--- config.mk ---
export PLATFORM = sky130hd
export DESIGN_NAME = pipeline_hazard_controller
export DESIGN_NICKNAME = d
export VERILOG_FILES = /design/src/rtl/pipeline_hazard_controller.sv
export SDC_FILE = /design/constraint.sdc
export NUM_CORES = 1
export LEC_CHECK = 0
export ABC_CLOCK_PERIOD_IN_PS = 4300
export CAP_MARGIN = 20
export CORE_UTILIZATION = 38
export CTS_BUF_LIST = sky130_fd_sc_hd__clkbuf_8
export DETAILED_ROUTE_END_ITERATION = 12
export GPL_TIMING_DRIVEN = 0
export HOLD_SLACK_MARGIN = 0.15
export PLACE_DENSITY = 0.7
export RECOVER_POWER = 25
export SYNTH_ARGS = -nofsm -noshare
export SYNTH_HDL_FRONTEND = slang
export SYNTH_SLANG_ARGS = --single-unit
--- constraint.sdc ---
create_clock -name clock -period 4.3 [get_ports clock]
set_input_delay 1.075 -clock clock [delete_from_list [all_inputs] [get_ports clock]]
set_output_delay 1.075 -clock clock [all_outputs]
set_load 0.005 [all_outputs]
--- src/rtl/pipeline_hazard_controller.sv ---
`default_nettype none
// ============================================================================
// Module   : pipeline_hazard_controller
// Purpose  : Front-end sequencing for a five-stage MIPS pipeline. Each cycle
//            it decides whether PC and IF/ID advance, hold or take a bubble,
//            and whether ID/EX takes a bubble. It reacts to load-use hazards,
//            taken branches resolved in EX and data-memory wait states. It
//            also keeps saturating counters of stall cycles and redirects.
// Revision : 1.0 - initial release
// ============================================================================
module pipeline_hazard_controller #(
    parameter int FLUSH_CYCLES = 1,   // IF/ID bubbles per redirect, 1..15
    parameter int COUNT_WIDTH  = 16   // performance counter width
) (
    input  logic                   clock,
    input  logic                   reset,              // async, active-low
    input  logic [31:0]            decode_instruction,
    input  logic                   execute_mem_read,
    input  logic [4:0]             execute_rt,
    input  logic                   branch_taken,
    input  logic                   mem_busy,
    output logic                   pc_enable,
    output logic                   fetch_decode_enable,
    output logic                   fetch_decode_flush,
    output logic                   decode_execute_flush,
    output logic [COUNT_WIDTH-1:0] stall_cycles,
    output logic [COUNT_WIDTH-1:0] flush_events
);

    typedef enum logic [1:0] {
        RUN      = 2'd0,
        FLUSH    = 2'd1,
        MEM_WAIT = 2'd2
    } state_t;

    // Value loaded into flush_left on a redirect: the redirect cycle itself is
    // the first bubble, so only FLUSH_CYCLES-1 remain afterwards.
    localparam logic [3:0]             FLUSH_RELOAD = 4'(FLUSH_CYCLES - 1);
    localparam bit                     HAS_FLUSH    = (FLUSH_CYCLES > 1);
    localparam logic [COUNT_WIDTH-1:0] COUNT_MAX    = '1;
    localparam logic [COUNT_WIDTH-1:0] COUNT_ONE    = {{(COUNT_WIDTH-1){1'b0}}, 1'b1};

    state_t     state;
    state_t     next_state;
    state_t     effective_state;
    logic [3:0] flush_left;
    logic [3:0] next_flush_left;
    logic       ret_is_flush;        // state to resume after a memory freeze
    logic       next_ret_is_flush;

    logic       pc_en_raw;
    logic       fd_en_raw;
    logic       fd_flush_raw;
    logic       de_flush_raw;
    logic       branch_accept;

    logic [COUNT_WIDTH-1:0] stall_count;
    logic [COUNT_WIDTH-1:0] flush_count;

    // ------------------------------------------------------------------
    // Decode-stage source fields
    // ------------------------------------------------------------------
    logic [5:0] dec_op;
    logic [4:0] dec_rs;
    logic [4:0] dec_rt;
    logic       rt_is_source;
    logic       load_use;
    logic       unused_dec_low;

    assign dec_op = decode_instruction[31:26];
    assign dec_rs = decode_instruction[25:21];
    assign dec_rt = decode_instruction[20:16];
    // Immediate/funct bits play no part in hazard detection.
    assign unused_dec_low = ^decode_instruction[15:0];

    // R-type, beq, bne and sw read rt; every other opcode only writes it.
    assign rt_is_source = (dec_op == 6'h00) || (dec_op == 6'h04) ||
                          (dec_op == 6'h05) || (dec_op == 6'h2B);

    // $zero never creates a dependency.
    assign load_use = execute_mem_read && (execute_rt != 5'd0) &&
                      ((execute_rt == dec_rs) ||
                       (rt_is_source && (execute_rt == dec_rt)));

    // Next-state and raw control decode; MEM_WAIT without mem_busy replays the saved state
    always_comb begin
        pc_en_raw         = 1'b0;
        fd_en_raw         = 1'b0;
        fd_flush_raw      = 1'b0;
        de_flush_raw      = 1'b0;
        branch_accept     = 1'b0;
        next_state        = state;
        next_flush_left   = flush_left;
        next_ret_is_flush = ret_is_flush;
        effective_state   = state;

        if (state == MEM_WAIT) begin
            effective_state = ret_is_flush ? FLUSH : RUN;
        end

        if (mem_busy) begin
            // Total freeze: every enable low, flush_left and branch untouched.
            next_state = MEM_WAIT;
            if (state != MEM_WAIT) begin
                next_ret_is_flush = (state == FLUSH);
            end
        end else begin
            case (effective_state)
                FLUSH: begin
                    pc_en_raw    = 1'b1;
                    fd_en_raw    = 1'b1;
                    fd_flush_raw = 1'b1;
                    de_flush_raw = 1'b1;
                    if (branch_taken) begin
                        // A fresh redirect restarts the bubble train.
                        branch_accept   = 1'b1;
                        next_flush_left = FLUSH_RELOAD;
                        next_state      = HAS_FLUSH ? FLUSH : RUN;
                    end else begin
                        if (flush_left != 4'd0) begin
                            next_flush_left = flush_left - 4'd1;
                        end
                        next_state = (flush_left <= 4'd1) ? RUN : FLUSH;
                    end
                end
                default: begin
                    if (branch_taken) begin
                        pc_en_raw     = 1'b1;
                        fd_en_raw     = 1'b1;
                        fd_flush_raw  = 1'b1;
                        de_flush_raw  = 1'b1;
                        branch_accept = 1'b1;
                        if (HAS_FLUSH) begin
                            next_flush_left = FLUSH_RELOAD;
                            next_state      = FLUSH;
                        end else begin
                            next_state = RUN;
                        end
                    end else if (load_use) begin
                        // Hold PC and IF/ID, bubble into EX for one cycle.
                        de_flush_raw = 1'b1;
                        next_state   = RUN;
                    end else begin
                        pc_en_raw  = 1'b1;
                        fd_en_raw  = 1'b1;
                        next_state = RUN;
                    end
                end
            endcase
        end
    end

    // Control state register with asynchronous return to RUN
    always_ff @(posedge clock or negedge reset) begin
        if (!reset) begin
            state        <= RUN;
            flush_left   <= 4'd0;
            ret_is_flush <= 1'b0;
        end else begin
            state        <= next_state;
            flush_left   <= next_flush_left;
            ret_is_flush <= next_ret_is_flush;
        end
    end

    // Saturating stall-cycle and redirect counters
    always_ff @(posedge clock or negedge reset) begin
        if (!reset) begin
            stall_count <= '0;
            flush_count <= '0;
        end else begin
            if (!pc_en_raw && (stall_count != COUNT_MAX)) begin
                stall_count <= stall_count + COUNT_ONE;
            end
            if (branch_accept && (flush_count != COUNT_MAX)) begin
                flush_count <= flush_count + COUNT_ONE;
            end
        end
    end

    // While reset is low the whole pipeline is frozen.
    assign pc_enable            = reset & pc_en_raw;
    assign fetch_decode_enable  = reset & fd_en_raw;
    assign fetch_decode_flush   = reset & fd_flush_raw;
    assign decode_execute_flush = reset & de_flush_raw;
    assign stall_cycles         = stall_count;
    assign flush_events         = flush_count;

endmodule
`default_nettype wire

==> results of run 1 <==
[critical path: stages]
cell             delay [ps]
clkdlybuf4s50_1         410
or4_1                   530
a2111o_1                430
a21oi_4                 160
buf_6                   120
nor2_2                   40
buf_4                   130
dlygate4sd2_1           250
[timing repair]
item,4_1_cts,5_1_grt
pin swaps,3,0
setup endpoints to repair,3,1
cloned,0,0
gates resized for setup,3,2
buffers inserted,2,0
[layout by cell type, fill, tap and decap left out, drive strengths merged, types with 2 or more instances in the layout]
cell	instances
mux2	9
nand3	13
buf	5
o2111ai	4
and3	5
nor2	14
o211ai	6
nand2	15
o21ai	8
or4	2
dlymetal6s2s	2
clkdlybuf4s50	56
dfrtp	39
clkbuf	8
inv	10
clkinvlp	2
o21a	2
ha	4
and4	3
a21oi	2
o31a	2
nor2b	2
xor2	10
nor3	8
xnor2	21
nand2b	4
dlygate4sd2	2
nand4	8
and2	2
[final cells by class]
cell class	count	area, sq um	share of cell area
inverters	9	33.78	0.01149
well taps	70	87.58	0.02980
plain buffers	5	30.03	0.01022
repair buffers	63	623.1	0.2120
clock inverters	3	23.77	0.008089
clock buffers	5	68.82	0.02341
flip-flops and latches	39	975.9	0.3321
multi-input cells	155	1096	0.3729
[synth_stat cells, types with 5 or more instances]
| master | n | area, sq um |
|---|---|---|
| and3_1 | 5 | 31.28 |
| dfrtp_1 | 39 | 975.9 |
| inv_1 | 9 | 33.78 |
| mux2_2 | 7 | 78.83 |
| nand2_1 | 15 | 56.30 |
| nand3_1 | 13 | 65.06 |
| nand4_1 | 8 | 50.05 |
| nor2_1 | 14 | 52.55 |
| nor3_1 | 8 | 40.04 |
| o211ai_1 | 6 | 45.04 |
| o21ai_0 | 6 | 30.03 |
| xnor2_1 | 21 | 183.9 |
| xor2_1 | 10 | 87.58 |
[how the worst max path moves through the flow]
stage                            from             endpoint  slack [ps]
2_1_floorplan  decode_instruction[27]            pc_enable         610
3_3_place_gp                    reset            pc_enable        -780
3_5_place_dp   decode_instruction[27]            pc_enable        -350
4_1_cts        decode_instruction[31]  fetch_decode_enable          20
5_1_grt                      mem_busy   fetch_decode_flush         0.6
6_report       decode_instruction[31]            pc_enable          90
[state kept, by name, summed over array words and instances (netlist names)]
register and count:
stall_cycles 16, flush_events 16, flush_left 4, ret_is_flush 1, state 2
[routing by layer]
metal | track usage | part of all wire | vias to the layer above
li1 | - | - | 880
met1 | 0.2150 | 0.47 | 870
met2 | 0.2625 | 0.45 | 50
met3 | 0.05595 | 0.061 | 8
met4 | 0.05192 | 0.012 | 0
met5 | 0 | 0 | -
[power by group through the flow]
stage	registers, mW	clock network (mW)	logic, mW
2_1_floorplan	0.507	0	0.122
3_3_place_gp	0.518	0	0.295
3_5_place_dp	0.519	0	0.301
4_1_cts	0.514	0.269	0.303
5_1_grt	0.529	0.283	0.328
6_report	0.515	0.262	0.299
[through the flow]
step / total power [mW] / setup TNS, ps / hold slack [ps]
floorplan: 0.6294 / 0 / 458.3
global placement: 0.8129 / -2775 / 477.7
detailed placement: 0.8199 / -655.4 / 481.6
CTS: 1.086 / 0 / 504.1
global route: 1.141 / 0 / 521.4
finish: 1.076 / 0 / 498.4
[logic make-up after synthesis]
logic type,after synthesis
xor gates and xnor gates,31
AOI/OAI and AO/OA,32
adders and majority gates,4
DFF,39
buffers and inverters,14
muxes,10
and+or+nand+nor,78
==> key figures, run 1 <==
Synth
  • Library cells used by synthesis: around 40
  • Largest family of logic cells by synthesized area: simple AND/OR/NAND/NOR gates
  • Post-synthesis mux area share: 0.05572
  • Yosys warning count: 0
  • Main synth FF type: dfrtp_1
  • Cells after Synth: around 210
  • Post-Syn Nets: ~250
  • Register bit total from synthesis: 39
  • Complex-gate fraction of the synthesized area: 0.1179
  • Async set-or-reset flop fraction in the synthesized netlist: 1.000
  • Post-synthesis xor/xnor area fraction: 0.1273
  • Number of synthesized flops with an enable pin: 0
  • Simple-Gate Fraction of Synth Area: 0.1883
  • Syn Std Cell Area: between 2000 and 2500 sq um
  • Synth Area in Adders: 0.02346
  • Avg Synthesized Cell Area: between 10 and 15 sq um
  • Seq/Total Area, Yosys: 0.4575

Setup path
  • CP Capture Type: primary output
  • Critical Setup Path Class: in2out
  • Reg2reg end: stall_cycles[1]
  • Reg-to-reg setup timing slack: roughly 1900 ps
  • Worst-path fanout max: 2
  • Reg-to-Reg Start: stall_cycles[0]
  • Reg2Reg Depth: 7
  • Worst setup SP type: primary input
  • Worst EP required: between 3000 and 4000 ps
  • Crit path DAT: 3140 ps

Floorplanning
  • I/O pins: 78
  • Die extent in x: 76.93 um
  • Die area: 5917 sq um
  • Core footprint: between 5000 and 6000 sq um
  • Initial Util: 0.4048
  • # rows: 26
  • Die height: 76.93 um

Layout
  • Layout area overhead: 37.77%
  • # nets final: around 320
  • Diode count: 0
  • # fillers: 506
  • Share of layout cells above drive strength 1: 0.09319
  • Fin area: approximately 2900 sq um
  • Finished Core Util: 0.5577
  • Layout Cells excl Fill: between 300 and 400

Placement
  • DP Worst Slack: -350.1 ps
  • Dpl hpwl: 3250 um
  • IO buf count: 61
  • Cell Area, Placed: ~2800 sq um
  • Routability cong.: 0.7983
  • Inst Count DP: 339

Routing
  • Routed vias: 1808
  • DRC: 0
  • Post-route ant nets: 0
  • Routed vias/inst: between 5 and 6
  • DRT Pass-1 Iters: 4
  • Initial DRC count: 110
  • Routed WL: about 4500 um
  • Drt wl/cell: 13.02 um

Worst hold path
  • Hold path cells: 1
  • Worst Hold Path EP: flush_events[15]
  • HP Class: reg2reg
  • Min-delay src: flush_events[15]

Clock tree
  • Clk_lat worst skew: 300 ps
  • CTS tree: yes
  • H-tree depth: 2
  • Total CTS buffers: 5
  • Clock Sinks: 39
  • Clk pin slew, worst setup/hold paths: roughly 80 ps
  • Longest Clk Path Bufs: 2
  • Hold-fix buffers, CTS: 0
  • Root buffer cell: clkbuf_8

Timing
  • Final Hold Viols: 0
  • Min Tclk post-route: around 4200 ps
  • Fin crit share: 0.9801
  • Max_slew headroom: 0.4156
  • RSZ-0062 raised after global routing: false
  • Final Skew: 5.908 ps
  • Worst-Margin Slew: 876.6 ps
  • Slew Viols, Final: 0
  • Peak Freq: 237.3 MHz
  • Setup violators final: 0
  • Setup ws final: around 85 ps

Power and ir drop
  • Seq pwr share: 0.479
  • Combinational power share: 0.278
  • NetSw: approximately 340 uW
  • PD cells: approximately 370 nW/um^2
  • Power Internal: approximately 740 uW
  • Clock Power Share: 0.243
  • Pleak: 1.229 nW
  • Worst VDD drop: 0.2927 mV
  • Sw Ratio: 0.3134

Global route
  • Largest net degree at the start of global routing: approximately 40
  • Overflow after GRT: 0
  • Initial antenna violation count: 0
  • Total GRT Usage: 0.1667
  • Vias in the first global route: between 1500 and 2000
  • Wire length of the first global-routing pass: ~7800 um

Flow run
  • Max-cap violations: 0

Status
  • Outcome: finished clean
Power figures use the tool's default switching activity.
==> run 2: changes to the inputs <==
--- a/config.mk
+++ b/config.mk
@@ -9,6 +9,7 @@
 export CAP_MARGIN = 20
 export CORE_UTILIZATION = 38
 export CTS_BUF_LIST = sky130_fd_sc_hd__clkbuf_8
+export CTS_CLUSTER_SIZE = 25
 export DETAILED_ROUTE_END_ITERATION = 12
 export GPL_TIMING_DRIVEN = 0
 export HOLD_SLACK_MARGIN = 0.15
==> results of run 2 <==
Same layout as run 1: the final DEF is identical, and so are final timing and power.
==> run 3: changes to the inputs <==
--- a/config.mk
+++ b/config.mk
@@ -6,7 +6,7 @@
 export NUM_CORES = 1
 export LEC_CHECK = 0
 export ABC_CLOCK_PERIOD_IN_PS = 4300
-export CAP_MARGIN = 20
+export CAP_MARGIN = 5
 export CORE_UTILIZATION = 38
 export CTS_BUF_LIST = sky130_fd_sc_hd__clkbuf_8
 export CTS_CLUSTER_SIZE = 25
@@ -15,6 +15,7 @@
 export HOLD_SLACK_MARGIN = 0.15
 export PLACE_DENSITY = 0.7
 export RECOVER_POWER = 25
+export SLEW_MARGIN = 20
 export SYNTH_ARGS = -nofsm -noshare
 export SYNTH_HDL_FRONTEND = slang
 export SYNTH_SLANG_ARGS = --single-unit
==> key figures, run 3 (synthesis gave the netlist of run 1 again) <==
Status
  • Outcome: finished clean

Timing
  • Final Skew: 4.546 ps (-1.362 ps)
  • RSZ-0062 raised after global routing: false
  • Peak Freq: 238.0 MHz (+0.32%)
  • Fin crit share: 0.9770 (-0.003124)
  • Min Tclk post-route: 4201 ps (-13.43 ps)
  • Worst-Margin Slew: 1025 ps (+148.0 ps)
  • Setup ws final: 98.90 ps (+13.43 ps)
  • Final Hold Viols: 0 (unchanged)
  • Setup violators final: 0 (unchanged)
  • Slew Viols, Final: 0 (unchanged)
  • Max_slew headroom: 0.3169 (-0.09869)

Routing
  • DRC: 0 (unchanged)
  • Post-route ant nets: 0 (unchanged)
  • Routed vias: 1816 (+0.44%)
  • Routed WL: 4543 um (about the same)
  • Initial DRC count: 96 (-13%)
  • DRT Pass-1 Iters: 4 (unchanged)
  • Routed vias/inst: 5.189 (+0.16%)
  • Drt wl/cell: 12.98 um (-0.31%)

Floorplanning
  • Die extent in x: 76.93 um (unchanged)
  • I/O pins: 78 (unchanged)
  • # rows: 26 (unchanged)
  • Die area: 5917 sq um (unchanged)
  • Initial Util: 0.4048 (unchanged)
  • Die height: 76.93 um (unchanged)
  • Core footprint: 5270 sq um (unchanged)

Setup path
  • CP max stage cell: or4_1
  • Reg-to-Reg Start: stall_cycles[0]
  • Worst path top cell family by delay: buffers and inverters
  • Worst setup SP type: primary input
  • Crit path buffers/inverters: 4 (unchanged)
  • Worst-path fanout max: 2 (unchanged)
  • Delay of the slowest critical-path stage: 530 ps (about the same)
  • Worst path cell trace: clkdlybuf4s50_1, or4_1, a2111o_1, a21oi_4, buf_6, nor2_2, buf_4, dlygate4sd2_1
  • Reg2reg end: stall_cycles[1]
  • CP Capture Type: primary output
  • Worst EP required: 3220 ps (about the same)
  • Cell count along the critical path: 8 (unchanged)
  • Reg-to-reg setup timing slack: 1880 ps (-30 ps)
  • Critical Setup Path Class: in2out
  • Crit path DAT: 3130 ps (about the same)
  • Reg2Reg Depth: 7 (unchanged)

Global route
  • Total GRT Usage: 0.1651 (-0.001576)
  • Largest net degree at the start of global routing: 25 (-39%)
  • Vias in the first global route: 1754 (+3.1%)
  • Initial antenna violation count: 0 (unchanged)
  • Wire length of the first global-routing pass: 7845 um (+0.80%)
  • Overflow after GRT: 0 (unchanged)

Placement
  • Routability cong.: 0.7983 (unchanged)
  • Dpl hpwl: 3333 um (+2.5%)
  • IO buf count: 61 (unchanged)
  • DP Worst Slack: -351.6 ps (-1.553 ps)
  • Cell Area, Placed: 2854 sq um (+0.97%)

Worst hold path
  • Min-delay src: stall_cycles[7]
  • Hold path cells: 1 (unchanged)
  • Worst Hold Path EP: stall_cycles[7]
  • HP Class: reg2reg

Layout
  • Layout area overhead: 40.06%
  • Commonest cells after routing, fill and taps aside: clkdlybuf4s50_1, dfrtp_1, xnor2_1
  • Diode count: 0 (unchanged)
  • Share of layout cells above drive strength 1: 0.09286 (-0.0003328)
  • # nets final: 325 (+0.31%)
  • Most common cell after layout, fill and taps aside: clkdlybuf4s50_1
  • Fin area: 2988 sq um (+1.7%)

Clock tree
  • Root buffer cell: clkbuf_8
  • H-tree depth: 2 (unchanged)
  • Clk_lat worst skew: 290 ps (about the same)
  • Longest Clk Path Bufs: 2 (unchanged)
  • CTS tree: yes
  • Clk pin slew, worst setup/hold paths: 70 ps (about the same)
  • Clock Sinks: 39 (unchanged)
  • Total CTS buffers: 5 (unchanged)

Power and ir drop
  • Worst VDD drop: 0.2589 mV (-12%)
  • PD cells: 375.8 nW/um^2 (+2.7%)
  • Pleak: 1.265 nW (+3.0%)

Flow run
  • Max-cap violations: 0 (unchanged)
==> run 3: cell count changes in the layout (fill, tap and decap cells not counted), sizes merged <==
| cell | previous run | this run |
|---|---|---|
| clkinvlp | 2 | 0 |
| clkinv | 0 | 2 |
| inv | 10 | 9 |
| clkbuf | 8 | 9 |
| dlymetal6s2s | 2 | 3 |
| bufinv | 0 | 1 |
| clkdlybuf4s50 | 56 | 55 |
==> run 3: report_power, final <==
group | switching, mW | total, mW | internal, mW
Sequential | 0.0874 | 0.515 | 0.427
Clock | 0.133 | 0.306 | 0.173
Combinational | 0.105 | 0.303 | 0.198
Total | 0.325 | 1.12 | 0.798
==> run 3: cell type report <==
| type | count | area, sq um |
|---|---|---|
| clock inverters | 3 | 43.79 |
| well taps | 70 | 87.58 |
| fillers | 496 | 2282 |
| clock buffers | 5 | 68.82 |
| repair buffers | 64 | 651.9 |
| plain buffers | 5 | 30.03 |
| flip-flops and latches | 39 | 975.9 |
| multi-input cells | 155 | 1096 |
| inverters | 9 | 33.78 |
==> run 3: metal layers <==
metal	part of all wire	routed length [um]	GRT usage	vias to the layer above
met4	0.012	53	0.05577	0
met5	0	0	0	-
met3	0.064	289	0.04167	8
met2	0.46	2110	0.2696	57
li1	-	-	-	887
met1	0.46	2089	0.2118	864
==> run 3: worst max path at each step <==
stage                                      start             endpoint  slack [ps]
after floorplan           decode_instruction[27]            pc_enable         610
after global placement                     reset            pc_enable        -780
after detailed placement  decode_instruction[27]            pc_enable        -350
after CTS                          execute_rt[1]  fetch_decode_enable          20
after global routing                    mem_busy   fetch_decode_flush          10
final                     decode_instruction[31]            pc_enable         100
==> run 3: per-stage QoR <==
stage               total power, mW    util  setup TNS, ps  std cells  hold WS, ps
finish                        1.123  0.5670              0        350        498.9
global route                  1.190  0.5670              0        350        521.4
CTS                           1.136  0.5658              0        350        503.0
detailed placement           0.8233  0.5415         -642.1        340        481.6
global placement             0.8129  0.5373          -2775        339        477.7
floorplan                    0.6294       -              0        208        458.3
==> run 3: timing repair <==
action,4_1_cts,5_1_grt
hold buffers,0,0
setup endpoints to repair,3,1
gates resized for setup,3,3
setup buffers,2,0
cloned,0,0
pin swaps,3,0
==> run 3: worst reg2reg max path: cells and delay by family (launching register included) <==
family	cells	cell delay, ps
simple gates	3	740
fa+ha+maj	1	280
compound gates	1	270
buf+inv	1	230
mux	1	380
flops	1	410
